$ cat src/rtl/ahb_bus_arbiter.sv
// Two-master AHB arbiter and address/data multiplexer with burst protection and a hold limit.
// Define AHB_ARB_LOCK_EN to add m0_hlock/m1_hlock inputs and the hmastlock output.
module ahb_bus_arbiter #(
    parameter int unsigned PRIORITY_MODE  = 0,
    parameter int unsigned DEFAULT_MASTER = 0,
    parameter int unsigned MAX_HOLD       = 16
) (
    input  logic        hclk,
    input  logic        hreset,
    input  logic        m0_hbusreq,
    output logic        m0_hgrant,
    input  logic [1:0]  m0_htrans,
    input  logic [31:0] m0_haddr,
    input  logic        m0_hwrite,
    input  logic [2:0]  m0_hsize,
    input  logic [31:0] m0_hwdata,
    input  logic        m1_hbusreq,
    output logic        m1_hgrant,
    input  logic [1:0]  m1_htrans,
    input  logic [31:0] m1_haddr,
    input  logic        m1_hwrite,
    input  logic [2:0]  m1_hsize,
    input  logic [31:0] m1_hwdata,
`ifdef AHB_ARB_LOCK_EN
    input  logic        m0_hlock,
    input  logic        m1_hlock,
    output logic        hmastlock,
`endif
    output logic [31:0] haddr,
    output logic [1:0]  htrans,
    output logic        hwrite,
    output logic [2:0]  hsize,
    output logic [31:0] hwdata,
    output logic        hmaster,
    output logic        hmaster_data,
    input  logic        hready
);

    localparam logic       DEF_M       = (DEFAULT_MASTER != 0) ? 1'b1 : 1'b0;
    localparam logic       RR_MODE     = (PRIORITY_MODE != 0) ? 1'b1 : 1'b0;
    localparam logic [8:0] HOLD_MAX    = 9'(MAX_HOLD);
    localparam logic [1:0] HTRANS_IDLE = 2'b00;
    localparam logic [1:0] HTRANS_SEQ  = 2'b11;

    logic       owner_r;
    logic       hmaster_data_r;
    logic       rr_last_r;
    logic       parked_r;
    logic       post_rst_r;
    logic       m0_hgrant_r;
    logic       m1_hgrant_r;
    logic [7:0] hold_cnt_r;

    logic       owner_req_s;
    logic       other_req_s;
    logic       owner_lock_s;
    logic [1:0] owner_htrans_s;
    logic       hold_expired_s;
    logic       cand_s;
    logic       want_s;
    logic       next_owner_s;
    logic       next_req_s;

`ifdef AHB_ARB_LOCK_EN
    assign owner_lock_s = owner_r ? m1_hlock : m0_hlock;
    assign hmastlock    = owner_lock_s;
`else
    assign owner_lock_s = 1'b0;
`endif

    assign m0_hgrant      = m0_hgrant_r;
    assign m1_hgrant      = m1_hgrant_r;
    assign hmaster        = owner_r;
    assign hmaster_data   = hmaster_data_r;
    assign hold_expired_s = (({1'b0, hold_cnt_r} + 9'd1) >= HOLD_MAX);
    assign next_req_s     = next_owner_s ? m1_hbusreq : m0_hbusreq;

    // Address-phase mux driven by the registered owner
    always_comb begin
        if (owner_r) begin
            haddr          = m1_haddr;
            owner_htrans_s = m1_htrans;
            hwrite         = m1_hwrite;
            hsize          = m1_hsize;
            owner_req_s    = m1_hbusreq;
            other_req_s    = m0_hbusreq;
        end else begin
            haddr          = m0_haddr;
            owner_htrans_s = m0_htrans;
            hwrite         = m0_hwrite;
            hsize          = m0_hsize;
            owner_req_s    = m0_hbusreq;
            other_req_s    = m1_hbusreq;
        end
    end

    // Shared htrans, masked to IDLE for the first cycle out of reset
    always_comb begin
        if (post_rst_r) begin
            htrans = HTRANS_IDLE;
        end else begin
            htrans = owner_htrans_s;
        end
    end

    // Data-phase write data follows the data-phase owner
    always_comb begin
        if (hmaster_data_r) begin
            hwdata = m1_hwdata;
        end else begin
            hwdata = m0_hwdata;
        end
    end

    // Candidate selection, hold-limit handover and burst/lock protection
    always_comb begin
        cand_s = DEF_M;
        if (m0_hbusreq && m1_hbusreq) begin
            if (RR_MODE) begin
                cand_s = ~rr_last_r;
            end else begin
                cand_s = 1'b0;
            end
        end else if (m0_hbusreq) begin
            cand_s = 1'b0;
        end else if (m1_hbusreq) begin
            cand_s = 1'b1;
        end else begin
            cand_s = DEF_M;
        end

        // A parked owner never earned the bus, so the plain candidate rule applies to it
        if (!parked_r && owner_req_s && other_req_s) begin
            if (hold_expired_s) begin
                want_s = ~owner_r;
            end else begin
                want_s = owner_r;
            end
        end else begin
            want_s = cand_s;
        end

        if ((htrans != HTRANS_SEQ) && !owner_lock_s) begin
            next_owner_s = want_s;
        end else begin
            next_owner_s = owner_r;
        end
    end

    // Ownership, grants, hold counter and round-robin state; all frozen during wait states
    always_ff @(posedge hclk or posedge hreset) begin
        if (hreset) begin
            owner_r        <= DEF_M;
            hmaster_data_r <= DEF_M;
            rr_last_r      <= 1'b0;
            parked_r       <= 1'b1;
            post_rst_r     <= 1'b1;
            m0_hgrant_r    <= ~DEF_M;
            m1_hgrant_r    <= DEF_M;
            hold_cnt_r     <= 8'd0;
        end else begin
            post_rst_r <= 1'b0;
            if (hready) begin
                owner_r        <= next_owner_s;
                hmaster_data_r <= owner_r;
                m0_hgrant_r    <= ~next_owner_s;
                m1_hgrant_r    <= next_owner_s;
                parked_r       <= ~next_req_s;
                if (next_req_s) begin
                    rr_last_r <= next_owner_s;
                end
                if ((next_owner_s != owner_r) || owner_lock_s || !other_req_s) begin
                    hold_cnt_r <= 8'd0;
                end else if (hold_cnt_r != 8'hFF) begin
                    hold_cnt_r <= hold_cnt_r + 8'd1;
                end
            end
        end
    end

endmodule

$ cat config.mk
export PLATFORM = sky130hd
export DESIGN_NAME = ahb_bus_arbiter
export DESIGN_NICKNAME = d
export VERILOG_FILES = /design/src/rtl/ahb_bus_arbiter.sv
export SDC_FILE = /design/constraint.sdc
export NUM_CORES = 1
export LEC_CHECK = 0
export ABC_AREA = 1
export BUFFER_PORTS_ARGS = -buffer_cell sky130_fd_sc_hd__buf_2
export CORE_AREA = 5 5 82 84
export DETAILED_ROUTE_END_ITERATION = 10
export DIE_AREA = 0 0 87 89
export PLACE_DENSITY = 0.87
export REMOVE_ABC_BUFFERS = 1
export SLEW_MARGIN = 20
export SYNTH_ARGS = -nofsm -noshare
export SYNTH_HDL_FRONTEND = slang
export SYNTH_SLANG_ARGS = --single-unit
$ cat constraint.sdc
create_clock -name hclk -period 2.4 [get_ports hclk]
set_input_delay 0.36 -clock hclk [delete_from_list [all_inputs] [get_ports hclk]]
set_output_delay 0.36 -clock hclk [all_outputs]
set_load 0.005 [all_outputs]
# Yosys cells after proc, flatten, opt, wreduce, memory -nomap -nowiden
# Cells that the tools add are included.
[totals]
wordCells = 40
ff_bits = 13
input_bits = 145
output_inout_bits = 74
[classes]
n_eq_ne = 3
mux = 17
n_addsub = 2
bitwise_logic = 3
reduce_logical = 8
magnitude_cmp = 1
[ops]
columns = ["op", "count"]
rows = [
  ["$mux 32", 2],
  ["$mux 8", 2],
  ["$mux 1", 10],
  ["$add 8x1->9 const B", 1],
  ["$ge 9x5->1 const B", 1],
  ["$add 8x1->8 const B", 1],
  ["$ne 8x8->1 const B", 1],
  ["$mux 2", 2],
  ["$logic_and 1x1->1", 3],
  ["$mux 3", 1],
  ["$not 1->1", 3],
  ["$logic_not 1->1", 2],
  ["$ne 2x2->1 const B", 1],
  ["$reduce_and 2->1", 1],
  ["$reduce_bool 2->1", 1],
  ["$logic_or 1x1->1", 1],
  ["$ne 1x1->1", 1],
]

# Depth between registers and ports, before layout
[logic_depth]
depth_word = 9
depth_mapped = 17
ltp_nobuf = 17

# Worst setup path before layout
# No wires, ideal clock.
[synth_path]
path_kind = "reg2reg"
start = "reg hold_cnt_r[0]"
end = "reg hold_cnt_r[3]"
period_less_slack_ns = 1.906
path_buffers = 0
path_stages_with_launch = 18
t_arrival_ns = 1.789
setup_time_ns = 0.117
t_required_ns = 2.283
path_slack_ns = 0.494
cell_sequence = "dfrtp_1 > ha_1 > nand2_1 > clkinv_1 > nand3b_1 > nand3_2 > nor2_4 > nand2_1 > nand2_1 > nand3_2 > nand2_4 > nand2_4 > nand2_2 > nand2_4 > nand2_4 > nand2_4 > nand2_1 > nand2_1"
[synth_between]
elab_chain_cells = 9
elab_cells_between_ends = 13
classes_between = "add/sub: 2; order compare: 1; eq/ne: 2; mux: 5; reduce/logical: 3"
[synth_rtl]
columns = ["item", "line", "text"]
rows = [
  ["start, declared", "52", "logic [7:0] hold_cnt_r;"],
  ["start signal, assigned", "175", "hold_cnt_r <= hold_cnt_r + 8'd1;"],
  ["$add 8x1->9", "75", "assign hold_expired_s = (({1'b0, hold_cnt_r} + 9'd1) >= HOLD_MAX);"],
  ["$ge 9x5->1", "75", ""],
  ["$mux 1", "134", "if (hold_expired_s) begin"],
  ["$mux 1", "133", "if (!parked_r && owner_req_s && other_req_s) begin"],
  ["$mux 1", "143", "if ((htrans != HTRANS_SEQ) && !owner_lock_s) begin"],
  ["$ne 1x1->1", "172", "if ((next_owner_s != owner_r) || owner_lock_s || !other_req_s) begin"],
  ["$logic_or 1x1->1", "172", ""],
  ["$reduce_bool 2->1 (no line)", "n/a", ""],
  ["$reduce_and 2->1 (no line)", "n/a", ""],
]
# Parallel ways exist; a longest one is shown, timed or not. The select of a mux whose other input is x is not followed.
# A chain may end at the register's enable or synchronous reset.

# Worst setup path after layout
# Ends and elaborated chain as after synthesis.

==> qor.yml <==
outcome:
  status: "complete, no violations"
logic_synthesis:
  syn_area_mm2: 0.00170
  yosys.area.top_type: "nand2_1"
  yosys.cell_types.count: 27
  synth_top_family_by_area: "simple AND/OR/NAND/NOR gates"
  yosys-top-cells-count: "nand2_1 (146), mux2_2 (33), clkbuf_1 (10), dfrtp_1 (10), nand4_1 (8)"
  ys_seq_area_share_pct: 19.3
  synth.area.top_cells: "nand2_1 (32%), mux2_2 (22%), dfrtp_1 (15%)"
  synth_mux_area_share_pct: 21.8
  yosys.area.top_type_share_pct: 32.2
  synthAdderAreaFrac_pct: 1.47
  synth-seq-cells: 13
  yosysWarningCount: 0
  synth-xor-area-share_pct: 0.515
  yosys.cell_count.top_type: "nand2_1"
  yosys.area_share.simple_pct: 47.6
  ys.flop_type: "dfrtp_1"
  syn_inst: 268
  avgSynthCellArea_um2: 6.35
  synth_edf_count: 0
  synth_compound_area_share_pct: 2.79
  ys_async_sr_fraction_pct: 100
critical_path:
  critical_path.max_fanout: 9
  r2r_cells: 17
  required_ns: 2.54
  r2r-start: "hold_cnt_r[0]"
  cp-start-kind: "register"
  r2r_slack_ns: 0.20
  crit_arrival_ns: 2.33
  r2r_end: "hold_cnt_r[3]"
  cp-end-kind: "register"
  worstSetupPathType: "register to register"
detailed_routing:
  wl_per_cell_um: 13.9
  ant_nets: 0
  via_per_inst: 4.46
  first_iter_violations: 65
  finalWirelength_um: 7750
  drcViolationCount: 0
  num_vias: 2482
  dr.pass1.iters: 4
clock_tree:
  post_cts_resized: 0
  cts_buffers: 3
  cts_buffer_depth: 2
  root_buffer: "clkbuf_8"
  cts_tree: "yes"
  clk_latency_ns: 0.25
  cts_hold_buf: 0
  cts.sinks: 13
  clkSlewWorstSetupHoldPaths_ns: 0.06
  post_cts_buffers: 0
  htreeDepth: 1
timing:
  tns_ns: 0
  whs_ns: 0.123
  fin_ws_ns: 0.204
  final-max-slew-violation-count: 0
  final.setup_skew_ns: 0.00263
  timing.final.hold_violations: 0
  fin_crit_sh_pct: 91.5
  rsz0062_at_grt: "false"
  setup_viol: 0
  fmax_mhz: 455
  min_period_ns: 2.20
die:
  start_util_pct: 29.1
  core_area_mm2: 0.00585
  die_h_um: 89
  rows: 28
  pin_count: 219
  die_x_um: 87
  die_area_mm2: 0.00774
grt:
  grt_overflow_total: 0
  antenna_found_initial: 3
  grt_start_max_net_pins: 40
  grt_pass1_wl_um: 11000
  track_usage_pct: 17.4
  grt_pass1_vias: 2402
placement:
  portBuffers: 218
  gp_congestion: 0.857
  place_ws_ns: 0.233
  dp.final_hpwl_um: 6580
  place_area_mm2: 0.00284
layout:
  drive_above_1_share_pct: 57.9
  nets: 626
  syn2layout_area_growth_pct: 70.1
  final_area_mm2: 0.00289
flow_run:
  drv_cap: 0
power:
  power.leakage_nw: 1.78
  power.density_mw_per_mm2: 379
  power_mw: 1.10
  ir_drop_mv: 0.367
worst_hold_path:
  hold_class: "primary input to async pin"
## metrics by stage
stage	std cells	util, %
floorplan	253	-
global placement	549	48.6
detailed placement	549	48.6
CTS	553	49.3
global route	556	49.5
finish	556	49.5
## worst max path at each step
| stage | startpoint | end | slack [ns] | cells past startpoint |
|---|---|---|---|---|
| 2_1_floorplan | m1_hgrant | hold_cnt_r[3] | -0.09 | 14 |
| 3_3_place_gp | hold_cnt_r[0] | hold_cnt_r[0] | 0.39 | 17 |
| 3_5_place_dp | hold_cnt_r[0] | hold_cnt_r[3] | 0.23 | 17 |
| 4_1_cts | hold_cnt_r[0] | hold_cnt_r[3] | 0.21 | 17 |
| 5_1_grt | hold_cnt_r[0] | hold_cnt_r[3] | 0.008 | 17 |
| 6_report | hold_cnt_r[0] | hold_cnt_r[3] | 0.20 | 17 |
## power breakdown
group	leakage (nW)	switching (mW)	internal (mW)
Sequential	0.168	0.0167	0.240
Clock	0.0228	0.0812	0.118
Combinational	1.59	0.311	0.330
## state kept, by name, summed over array words and instances (netlist names)
name,cells
m1_hgrant,1
hold_cnt_r,8
m0_hgrant,1
post_rst_r,1
parked_r,1
hmaster_data,1
## cell usage in the layout (no fill, tap or decap), types with 2 or more instances in the layout
cell type and n:
o21ai_0 4, nor2_2 2, ha_1 2, nand2_1 146
nor2_4 2, dfrtp_1 10, buf_4 3, clkbuf_8 3
nand3b_1 2, buf_2 218, inv_2 2, dfstp_2 3
nand4_1 8, nand3_2 3, diode_2 3, inv_1 7
nand3_1 6, nand2_2 3, a21oi_1 3, nand2_4 5
mux2_2 33, nor2_1 6
## cells by family (layout without fill, tap and decap cells)
| group | count (synthesis) | after routing |
|---|---|---|
| XOR/XNOR | 1 | 1 |
| buffers and inverters | 25 | 235 |
| other | 1 | 4 |
| flip-flops | 13 | 13 |
| AND/OR/NAND/NOR | 184 | 184 |
| multiplexers | 33 | 33 |
| AO/OA/AOI/OAI | 9 | 9 |
| adder cells (fa/ha/maj) | 2 | 2 |
## layout make-up
class	instances	area, µm²
sequential	13	329
tap	75	93.8
fill	576	2960
timing repair buffer	221	1110
clock buffer	4	45.0
antenna	3	7.51
multi-input combinational	230	1270
inverter	10	37.5
## layer usage
layer | GRT usage, % | share of wire (%) | vias up | routed length (µm)
met3 | 2.95 | 9.1 | 11 | 706
met2 | 33.1 | 53 | 118 | 4090
met5 | 0 | 0 | - | 0
li1 | - | - | 1276 | -
met1 | 19.1 | 36 | 1077 | 2790
met4 | 6.66 | 2.1 | 0 | 165
## critical path, stage by stage, from the launching register on
cell and delay [ns]:
dfrtp_1 0.42, ha_1 0.24, nand2_1 0.12, clkinv_1 0.12, nand3b_1 0.14, nand3_2 0.10, nor2_4 0.12, nand2_1 0.06
nand2_1 0.07, nand3_2 0.09, nand2_4 0.09, nand2_4 0.06, nand2_2 0.08, nand2_4 0.09, nand2_4 0.08, nand2_4 0.08
nand2_1 0.08, nand2_1 0.05
No activity file was read; power rests on OpenSTA's default activity.
